File: config.mk
export PLATFORM = sky130hd
export DESIGN_NAME = pdp11_int_arb
export DESIGN_NICKNAME = d
export VERILOG_FILES = /design/src/rtl/pdp11_int_arb.sv
export SDC_FILE = /design/constraint.sdc
export NUM_CORES = 1
export LEC_CHECK = 0
export ABC_AREA = 1
export BUFFER_PORTS_ARGS = -buffer_cell sky130_fd_sc_hd__clkbuf_2
export CAP_MARGIN = 20
export CORE_UTILIZATION = 52
export DETAILED_ROUTE_END_ITERATION = 6
export PLACE_DENSITY = 0.82
export SLEW_MARGIN = 20
export SYNTH_ARGS = -nofsm -noshare
export SYNTH_HDL_FRONTEND = slang
export SYNTH_SLANG_ARGS = --single-unit
export TNS_END_PERCENT = 100
File: constraint.sdc
create_clock -name clk -period 6.7 [get_ports clk]
set_input_delay 0.67 -clock clk [delete_from_list [all_inputs] [get_ports clk]]
set_output_delay 0.67 -clock clk [all_outputs]
set_load 0.02 [all_outputs]
File: src/rtl/pdp11_int_arb.sv
// Interrupt arbiter sharing the single CPU request line among I/O-page devices.
// Picks the highest-IPL eligible device, presents its vector and runs the ack handshake.
module pdp11_int_arb #(
  parameter int N_DEV = 4
) (
  input  logic               clk,
  input  logic               reset,
  input  logic [N_DEV-1:0]   dev_int_req,
  input  logic [8*N_DEV-1:0] dev_vector,
  input  logic [3*N_DEV-1:0] dev_ipl,
  input  logic [2:0]         cpu_ipl,
  input  logic               interrupt_ack,
  output logic               interrupt,
  output logic [7:0]         vector,
  output logic [N_DEV-1:0]   dev_ack,
  output logic               busy
);

  localparam int IDX_W = (N_DEV > 1) ? $clog2(N_DEV) : 1;

  typedef enum logic [2:0] {
    S_IDLE = 3'd0,
    S_REQ  = 3'd1,
    S_ACK  = 3'd2,
    S_WAIT = 3'd3,
    S_GAP  = 3'd4
  } state_t;

  state_t           state;
  logic [IDX_W-1:0] win_idx;
  logic [2:0]       win_ipl;

  logic             any_elig;
  logic [IDX_W-1:0] sel_idx;
  logic [2:0]       sel_ipl;

  // Strict greater-than keeps ties on the lowest index.
  always_comb begin
    any_elig = 1'b0;
    sel_idx  = '0;
    sel_ipl  = '0;
    for (int i = 0; i < N_DEV; i++) begin
      if (dev_int_req[i] && (dev_ipl[3*i +: 3] > cpu_ipl)) begin
        if (!any_elig || (dev_ipl[3*i +: 3] > sel_ipl)) begin
          sel_idx = IDX_W'(i);
          sel_ipl = dev_ipl[3*i +: 3];
        end
        any_elig = 1'b1;
      end
    end
  end

  always_ff @(posedge clk) begin
    if (reset) begin
      state     <= S_IDLE;
      win_idx   <= '0;
      win_ipl   <= '0;
      interrupt <= 1'b0;
      vector    <= '0;
      dev_ack   <= '0;
    end else begin
      case (state)
        S_IDLE: begin
          if (any_elig) begin
            win_idx   <= sel_idx;
            win_ipl   <= sel_ipl;
            vector    <= dev_vector[8*sel_idx +: 8];
            interrupt <= 1'b1;
            state     <= S_REQ;
          end
        end
        S_REQ: begin
          if (interrupt_ack) begin
            interrupt        <= 1'b0;
            dev_ack[win_idx] <= 1'b1;
            state            <= S_ACK;
          end else if (!dev_int_req[win_idx] || (cpu_ipl >= win_ipl)) begin
            interrupt <= 1'b0;
            vector    <= '0;
            state     <= S_IDLE;
          end
        end
        S_ACK: begin
          dev_ack <= '0;
          if (!interrupt_ack) begin
            vector <= '0;
            state  <= S_GAP;
          end else begin
            state <= S_WAIT;
          end
        end
        S_WAIT: begin
          if (!interrupt_ack) begin
            vector <= '0;
            state  <= S_GAP;
          end
        end
        S_GAP: begin
          vector <= '0;
          state  <= S_IDLE;
        end
        default: begin
          interrupt <= 1'b0;
          vector    <= '0;
          dev_ack   <= '0;
          state     <= S_IDLE;
        end
      endcase
    end
  end

  assign busy = (state != S_IDLE);

endmodule

==> impl_summary.log, run 1 <==
[metrics] largest delay contributor family on the critical path: simple AND/OR/NAND/NOR gates
[metrics] global-route wire length before repair: 8670 µm
[metrics] crit path buf inv count: 3
[metrics] number of enable-type register cells in the synthesized netlist: 0
[metrics] kind of start point of the critical path: input port
[metrics] global-route congestion overflow total: 0
[metrics] antenna violations before repair: 0
[metrics] run status: finished clean
[metrics] fraction of registers with async set or reset after synthesis: 0%
[metrics] clk_skew: ~0.0027 ns
[metrics] depth of the worst register-to-register path: 8
[metrics] average instance area after synthesis: 6.69 µm²
[metrics] Setup Buffers After CTS: 0
[metrics] via count: approximately 2200
[metrics] fillcell total: 359
[metrics] synth cell count leaders: 65 x sky130_fd_sc_hd__nand2_1, 51 x sky130_fd_sc_hd__inv_1, 37 x sky130_fd_sc_hd__nand3_1
[metrics] Synth Warn #: 0
[metrics] remaining max-slew budget at the tightest pin: 70.3%
[metrics] capturing element of the worst setup path: vector[6]
[metrics] die span in x: between 60 and 70 µm
[metrics] top cell type by total area after synthesis: sky130_fd_sc_hd__dfxtp_1
[metrics] multi-input gate area in the final layout: roughly 1500 µm²
[metrics] Tightest Pin Transition: 0.445 ns
[metrics] post-route worst hold slack: about 0.45 ns
[metrics] maximum single-stage delay on the critical path: 0.35 ns
[metrics] H-tree depth: 1
[metrics] unrepaired setup endpoints after global routing: no
[metrics] GRT Resource Usage Total: around 25%
[metrics] most common flop cell mapped by yosys: sky130_fd_sc_hd__dfxtp_1
[metrics] average detailed-routed wire length per instance: 11.3 µm
[metrics] maximum count of clock buffers along a single path: 2
[metrics] growth of design area from synthesis to finish: 18.8%
[metrics] FF+latch area: 420 µm²
[metrics] kind of path behind the tightest hold check: flip-flop to flip-flop
[metrics] share of final-layout standard cells stronger than drive strength 1: 30.7%
[metrics] Required @ worst endpoint: 6.90 ns
[metrics] Post-Route Utilization: between 60% and 70%
[metrics] critical path peak fanout: 16
[metrics] clock tree from TritonCTS: done
[metrics] CTS clk-pin slew, worst paths: 0.08 ns
[metrics] clock root buffer: sky130_fd_sc_hd__clkbuf_8
[metrics] number of nets in the finished design: 470
[metrics] crit path max-delay cell type: sky130_fd_sc_hd__ha_1
[metrics] die height: roughly 67 µm
[metrics] number of sinks handled by clock tree synthesis: 21
[metrics] Fmax: 196 MHz
[metrics] clock latency of the later-clocked register in the worst-skew pair: between 0.2 and 0.3 ns
[metrics] most used cell along the critical path: sky130_fd_sc_hd__nand2_1
[metrics] Worst R2R End: vector[5]
[metrics] post-DR vias/cell: 5.07
[metrics] Critical R2R Launch: win_ipl[1]
[metrics] Core Box Area: 4000 µm²
[metrics] clock period minus final worst setup slack: 5.11 ns
[metrics] total of cells resized after clock tree synthesis: 0
[metrics] cts bufs inserted: 3
[metrics] net count of the mapped netlist: 404
[metrics] number of instances in the synthesized netlist: 326
[metrics] worst reg-to-reg setup slack: about 5 ns
[metrics] remaining number of nets flagged by the antenna check after routing: 0
[metrics] Yosys cell types: 34
[metrics] drt pass-1 iters: 4
[metrics] final setup slack of the worst path: ~1.6 ns
[metrics] DPL Wire Length: between 4000 and 5000 µm
[metrics] final setup violation count: 0
[metrics] Final Total Pwr: 0.000523 W
[metrics] Slew Viols, Final: 0
[metrics] sum of routed wire length over all layers: between 4000 and 5000 µm
[metrics] Post-CTS Hold Buffers: 0
[metrics] cell with the most instances after synthesis: sky130_fd_sc_hd__nand2_1
[metrics] final worst path period share: around 76%
[metrics] cell area after synthesis: 2180 µm²
[metrics] worst-case vdd ir drop: 137 µV
[metrics] DP Worst Slack: ~1.4 ns
[metrics] number of global-route vias before repair: just over 2000
[metrics] ranking of synthesized cells by area: sky130_fd_sc_hd__dfxtp_1 19%, sky130_fd_sc_hd__ha_1 14%, sky130_fd_sc_hd__nand2_1 11%
[metrics] final hold violations: 0
[metrics] effective utilization at floorplan: between 50% and 60%
[metrics] total die area: 4460 µm²
[metrics] top cell type's share of synthesized area: 19.3%
[metrics] critical setup path kind: input port to flip-flop
[metrics] Max-cap violations: 0
[metrics] Fin Setup TNS: 0 ns
[metrics] DRC violation total after the first TritonRoute iteration: 132
[metrics] total of flip-flops plus latches after synthesis: 21
[metrics] pin count of the biggest net entering global routing: 20
[metrics] Critical Path Sink Type: flip-flop
[metrics] port bufs: 67
[metrics] number of DRC violations after detailed routing: 0
[metrics] sequential element share of the synthesized area: 19.3%
[metrics] final antenna diode count: 0
[metrics] critical path depth: 36
[metrics] I/O pin total: 68
[metrics] power per unit of standard cell area: 202 nW/µm²
[metrics] Worst Setup SP: cpu_ipl[2]
[metrics] gp weighted congestion: 0.913
[metrics] Crit path arrival time: 5.32 ns
[metrics] leakage: 1.41 nW
[metrics] number of placement rows: 23
==> how the worst min path moves through the flow <==
stage | startpoint | end | slack [ns] | cells after the start
floorplan | state[1] | state[2] | 0.48 | 2
global placement | dev_ack[1] | dev_ack[1] | 0.44 | 2
detailed placement | dev_ack[1] | dev_ack[1] | 0.44 | 2
CTS | dev_ack[1] | dev_ack[1] | 0.45 | 2
global route | dev_ack[1] | dev_ack[1] | 0.47 | 2
finish | dev_ack[1] | dev_ack[1] | 0.45 | 2
==> stage by stage <==
step | cells | instance area, µm²
after global routing | 441 | 2590
after global placement | 437 | 2540
after CTS | 441 | 2590
after detailed placement | 437 | 2540
final | 441 | 2590
after floorplan | 326 | 2180
==> worst min-delay path: stages (launching register included) <==
cell,delay [ns]
sky130_fd_sc_hd__dfxtp_1,0.31
sky130_fd_sc_hd__inv_1,0.04
sky130_fd_sc_hd__a21oi_1,0.05
==> metal layers <==
layer	global-route usage, %	vias up	routed length (µm)
met5	0	-	0
li1	-	1186	-
met4	5.32	0	59
met1	32.6	968	2360
met3	4.62	8	262
met2	42.3	75	2310
==> layout make-up <==
cell class | instances | area share (%)
multi-input combinational | 243 | 58.4
sequential | 21 | 16.2
timing repair buffer | 67 | 12.9
inverter | 56 | 8.12
tap | 50 | 2.42
clock buffer | 3 | 1.59
clock inverter | 1 | 0.290
==> cell families (layout without fill, tap and decap cells) <==
family / after synthesis / in the layout / share of synthesized area, %
AND/OR/NAND/NOR: 171 / 171 / 40.8
buffers and inverters: 62 / 127 / 11.4
AO/OA/AOI/OAI: 48 / 48 / 14.8
adder cells (fa/ha/maj): 24 / 24 / 13.8
flip-flops: 21 / 21 / 19.3
==> layout by cell type, fill, tap and decap left out, types with 8 or more instances in the layout <==
cell type,instances
sky130_fd_sc_hd__clkbuf_2,67
sky130_fd_sc_hd__nand2_1,65
sky130_fd_sc_hd__inv_1,51
sky130_fd_sc_hd__nand3_1,37
sky130_fd_sc_hd__nor2_1,24
sky130_fd_sc_hd__ha_1,24
sky130_fd_sc_hd__dfxtp_1,21
sky130_fd_sc_hd__nand2_2,15
sky130_fd_sc_hd__a21oi_1,14
sky130_fd_sc_hd__o21ai_0,11
sky130_fd_sc_hd__nand3b_1,8
sky130_fd_sc_hd__a21oi_2,8
==> flip-flops by register name, summed over array words and instances (netlist names) <==
register and count:
state 3, interrupt 1, dev_ack 4, win_idx 2, vector 8, win_ipl 3
==> where the power goes <==
group	switching [W]	internal [W]	total [W]
Sequential	0.0000141	0.000145	0.000159
Combinational	0.000177	0.000101	0.000278
Clock	0.0000436	0.0000421	0.0000857
No activity file was read; power rests on OpenSTA's default activity.
==> run 2, diff against run 1 <==
- ABC_AREA: 1 -> 0
- CORE_UTILIZATION: 52 -> 49
- PLACE_DENSITY: 0.82 -> 0.81
- clock period: 6.7 -> 4.9 ns (I/O delays scaled with it)
==> run 2 against run 1 <==
  * The run now ends with setup timing left
  * Combinational power increased by 69%
  * Utilization increased by 23 points
  * Clock power increased by 0.8%
  * Synthesized cell count decreased by 35%
  * Clock skew increased by 0.017 ns
  * Register-to-register slack got worse by 2.3 ns
==> impl_summary.log, run 2 <==
[metrics] run status: complete, but fails checks
[metrics] violations in the final reports: setup timing
[metrics] net count of the mapped netlist: 289 (-28%)
[metrics] ranking of synthesized cells by area: sky130_fd_sc_hd__dfxtp_1 24%, sky130_fd_sc_hd__ha_1 17%, sky130_fd_sc_hd__o221ai_1 7.9%
[metrics] Yosys cell types: 45 (+32%)
[metrics] worst-case vdd ir drop: 260 µV (+90%)
[metrics] port bufs: 67 (unchanged)
[metrics] cell area after synthesis: 1770 µm² (-19%)
[metrics] remaining max-slew budget at the tightest pin: 41.7% (-29 points)
[metrics] via count: 2394 (+7.0%)
[metrics] Placed Area: 2610 µm² (+2.6%)
[metrics] Internal Pwr Total: 0.000440 W (+53%)
[metrics] DRC violation total after the first TritonRoute iteration: 283 (+110%)
[metrics] crit path max-delay cell type: sky130_fd_sc_hd__mux2_4
[metrics] clock period minus final worst setup slack: 5.50 ns
[metrics] Worst Setup SP: cpu_ipl[1]
[metrics] worst reg-to-reg setup slack: 2.74 ns (-2.29 ns)
[metrics] most used cell along the critical path: sky130_fd_sc_hd__o21ai_2
[metrics] number of DRC violations after detailed routing: 0 (unchanged)
[metrics] kind of start point of the critical path: input port
[metrics] Critical R2R Launch: win_idx[0]
[metrics] global-route wire length before repair: 8790 µm (+1.4%)
[metrics] commonest non-fill, non-tap cell in the layout: sky130_fd_sc_hd__clkbuf_2
[metrics] average instance area after synthesis: 8.37 µm² (+25%)
[metrics] clock latency of the later-clocked register in the worst-skew pair: 0.32 ns (+0.05 ns)
[metrics] final setup violation count: 13 (+13)
[metrics] number of placement rows: 21 (-8.7%)
[metrics] share of total power in the clock network: 11.1% (-5.3 points)
[metrics] Critical Path Sink Type: flip-flop
[metrics] Tightest Pin Transition: 0.872 ns (+0.427 ns)
[metrics] switching pwr: 0.000339 W (+44%)
[metrics] sequential element share of the synthesized area: 23.8% (+4.5 points)
[metrics] Final Total Pwr: 0.000779 W (+49%)
[metrics] Core Box Area: 3390 µm² (-15%)
[metrics] number of enable-type register cells in the synthesized netlist: 0 (unchanged)
[metrics] final hold violations: 0 (unchanged)
[metrics] post-DR vias/cell: 6.60 (+30%)
[metrics] critical setup path kind: input port to flip-flop
[metrics] Max-cap violations: 0 (unchanged)
[metrics] critical path peak fanout: 8 (-8)
[metrics] number of instances in the synthesized netlist: 211 (-35%)
[metrics] kind of path behind the tightest hold check: input port to flip-flop
[metrics] maximum single-stage delay on the critical path: 0.36 ns (about the same)
[metrics] power per unit of standard cell area: 261 nW/µm² (+29%)
[metrics] remaining number of nets flagged by the antenna check after routing: 0 (unchanged)
[metrics] sum of routed wire length over all layers: 8010 µm (+61%)
[metrics] cell with the most instances after synthesis: sky130_fd_sc_hd__ha_1
[metrics] Fmax: 182 MHz
[metrics] number of flip-flops in the largest register: 8 (unchanged)
[metrics] die height: 62.0 µm (-7.1%)
[metrics] share of final-layout standard cells stronger than drive strength 1: 56.2% (+25 points)
[metrics] design area: 2990 µm² (+15%)
[metrics] DPL Wire Length: 4250 µm (+1.7%)
[metrics] most common flop cell mapped by yosys: sky130_fd_sc_hd__dfxtp_1
[metrics] effective utilization at floorplan: 52.1% (-2.4 points)
[metrics] number of sinks handled by clock tree synthesis: 21 (unchanged)
[metrics] growth of design area from synthesis to finish: 69.1%
[metrics] Crit path arrival time: 5.70 ns (+0.38 ns)
[metrics] number of nets in the finished design: 396 (-16%)
[metrics] I/O pin total: 68 (unchanged)
[metrics] Required @ worst endpoint: 5.09 ns (-1.81 ns)
[metrics] H-tree depth: 1 (unchanged)
[metrics] sw frac: 43.5% (-1.4 points)
[metrics] gp weighted congestion: 0.863 (-5.5%)
[metrics] die span in x: 62.0 µm (-7.1%)
[metrics] average detailed-routed wire length per instance: 22.1 µm (+95%)
[metrics] final setup slack of the worst path: -0.604 ns (-2.19 ns)
[metrics] antenna violations before repair: 0 (unchanged)
[metrics] clock tree from TritonCTS: done
[metrics] fillcell total: 151 (-58%)
[metrics] drt pass-1 iters: 6 (+2)
[metrics] leading cell types in the layout, fill and taps excluded: 66 x sky130_fd_sc_hd__clkbuf_2, 34 x sky130_fd_sc_hd__buf_4, 21 x sky130_fd_sc_hd__dfxtp_1
[metrics] total die area: 3850 µm² (-14%)
[metrics] Fin Setup TNS: -7.15 ns (-7.15 ns)
[metrics] leakage: 1.32 nW (-6.3%)
[metrics] fraction of registers with async set or reset after synthesis: 0% (unchanged)
[metrics] unrepaired setup endpoints after global routing: yes
[metrics] clk_skew: 0.0194 ns (+0.0168 ns)
[metrics] clock root buffer: sky130_fd_sc_hd__clkbuf_4
[metrics] CTS clk-pin slew, worst paths: 0.13 ns (+0.05 ns)
[metrics] Most flops, register: vector
[metrics] Slew Viols, Final: 0 (unchanged)
[metrics] Combinational Power Share: 60.2% (+7.0 points)
[metrics] GRT Resource Usage Total: 31.3% (+6.3 points)
[metrics] registers with the most flip-flops: vector (8), dev_ack (4)
[metrics] sequential group share of total power: 28.7% (-1.7 points)
[metrics] global-route congestion overflow total: 0 (unchanged)
[metrics] top cell type by total area after synthesis: sky130_fd_sc_hd__dfxtp_1
[metrics] source of the worst hold timing path: dev_vector[12]
[metrics] final antenna diode count: 0 (unchanged)
[metrics] number of global-route vias before repair: 1999 (-3.3%)
[metrics] post-route worst hold slack: 0.431 ns (-0.0185 ns)
[metrics] final worst path period share: 112%
[metrics] maximum count of clock buffers along a single path: 2 (unchanged)
[metrics] pin count of the biggest net entering global routing: 12 (-40%)
[metrics] top cell type's share of synthesized area: 23.8% (+4.5 points)
[metrics] synth cell count leaders: 24 x sky130_fd_sc_hd__ha_1, 23 x sky130_fd_sc_hd__inv_1, 21 x sky130_fd_sc_hd__dfxtp_1
[metrics] cts bufs inserted: 3 (unchanged)
[metrics] Synth Warn #: 0 (unchanged)
[metrics] total of flip-flops plus latches after synthesis: 21 (unchanged)
[metrics] Post-CTS Hold Buffers: 0 (unchanged)
[run 2: cell types whose count changed in the layout (fill, tap and decap cells not counted), sizes merged, moves of 13 or more]
cell	change
inv	-32
buf	+38
nor2	-13
nand3	-24
a21oi	-18
o221ai	+16
nand2	-74
[run 2: worst paths after layout]
path,end,cells past startpoint
worst max-delay path,vector[0],31
worst min-delay path,vector[4],3
worst max register to register,vector[7],7
worst min register to register,vector[4],2
[run 2: metrics by stage]
stage / std cells / util [%] / setup slack [ns]
after floorplan: 211 / - / -0.279
after global placement: 342 / 76.9 / -0.556
after detailed placement: 342 / 76.9 / -0.698
after CTS: 354 / 81.6 / -0.245
after global routing: 363 / 88.1 / -0.913
final: 363 / 88.1 / -0.604
[run 2: repair_timing]
action,in CTS,in global routing
cloned,1,1
pin swaps,18,37
setup buffers,7,9
gates resized for setup,13,23
endpoints found under the setup margin,13,13
[run 2: final cells by class]
cell class / count / area [µm²] / share of cell area, %
inverter: 23 / 104 / 3.48
tap: 46 / 57.6 / 1.93
multi-input combinational: 164 / 1700 / 56.8
clock buffer: 4 / 26.3 / 0.880
timing repair buffer: 105 / 682 / 22.8
sequential: 21 / 420 / 14.1
[run 2: kinds of logic after synthesis]
group,Yosys count,synth area share (%)
AOI/OAI and AO/OA,67,29.7
adders and majority gates,24,17.0
buffers and inverters,28,6.31
DFF,21,23.8
muxes,8,6.02
and+or+nand+nor,63,17.2
[run 2: critical path, delay by kind of cell]
family / cells / cell delay, ns
compound gates: 12 / 1.86
fa+ha+maj: 4 / 1.11
buf+inv: 7 / 0.81
mux: 2 / 0.67
simple gates: 6 / 0.73
[run 2: per-layer routing]
| layer | wire [µm] | up-vias | track usage [%] |
|---|---|---|---|
| met5 | 0 | - | 0 |
| met4 | 602 | 0 | 14.3 |
| met3 | 657 | 73 | 4.55 |
| met2 | 3740 | 185 | 54.6 |
| met1 | 3010 | 1117 | 37.8 |
| li1 | - | 1019 | - |
[run 2: power groups by stage]
stage | logic [W] | registers [W] | clock network, W
5_1_grt | 0.000496 | 0.000227 | 0.0000922
3_5_place_dp | 0.000345 | 0.000224 | 0
4_1_cts | 0.000379 | 0.000220 | 0.0000873
2_1_floorplan | 0.000208 | 0.000239 | 0
3_3_place_gp | 0.000337 | 0.000223 | 0
6_report | 0.000469 | 0.000224 | 0.0000864
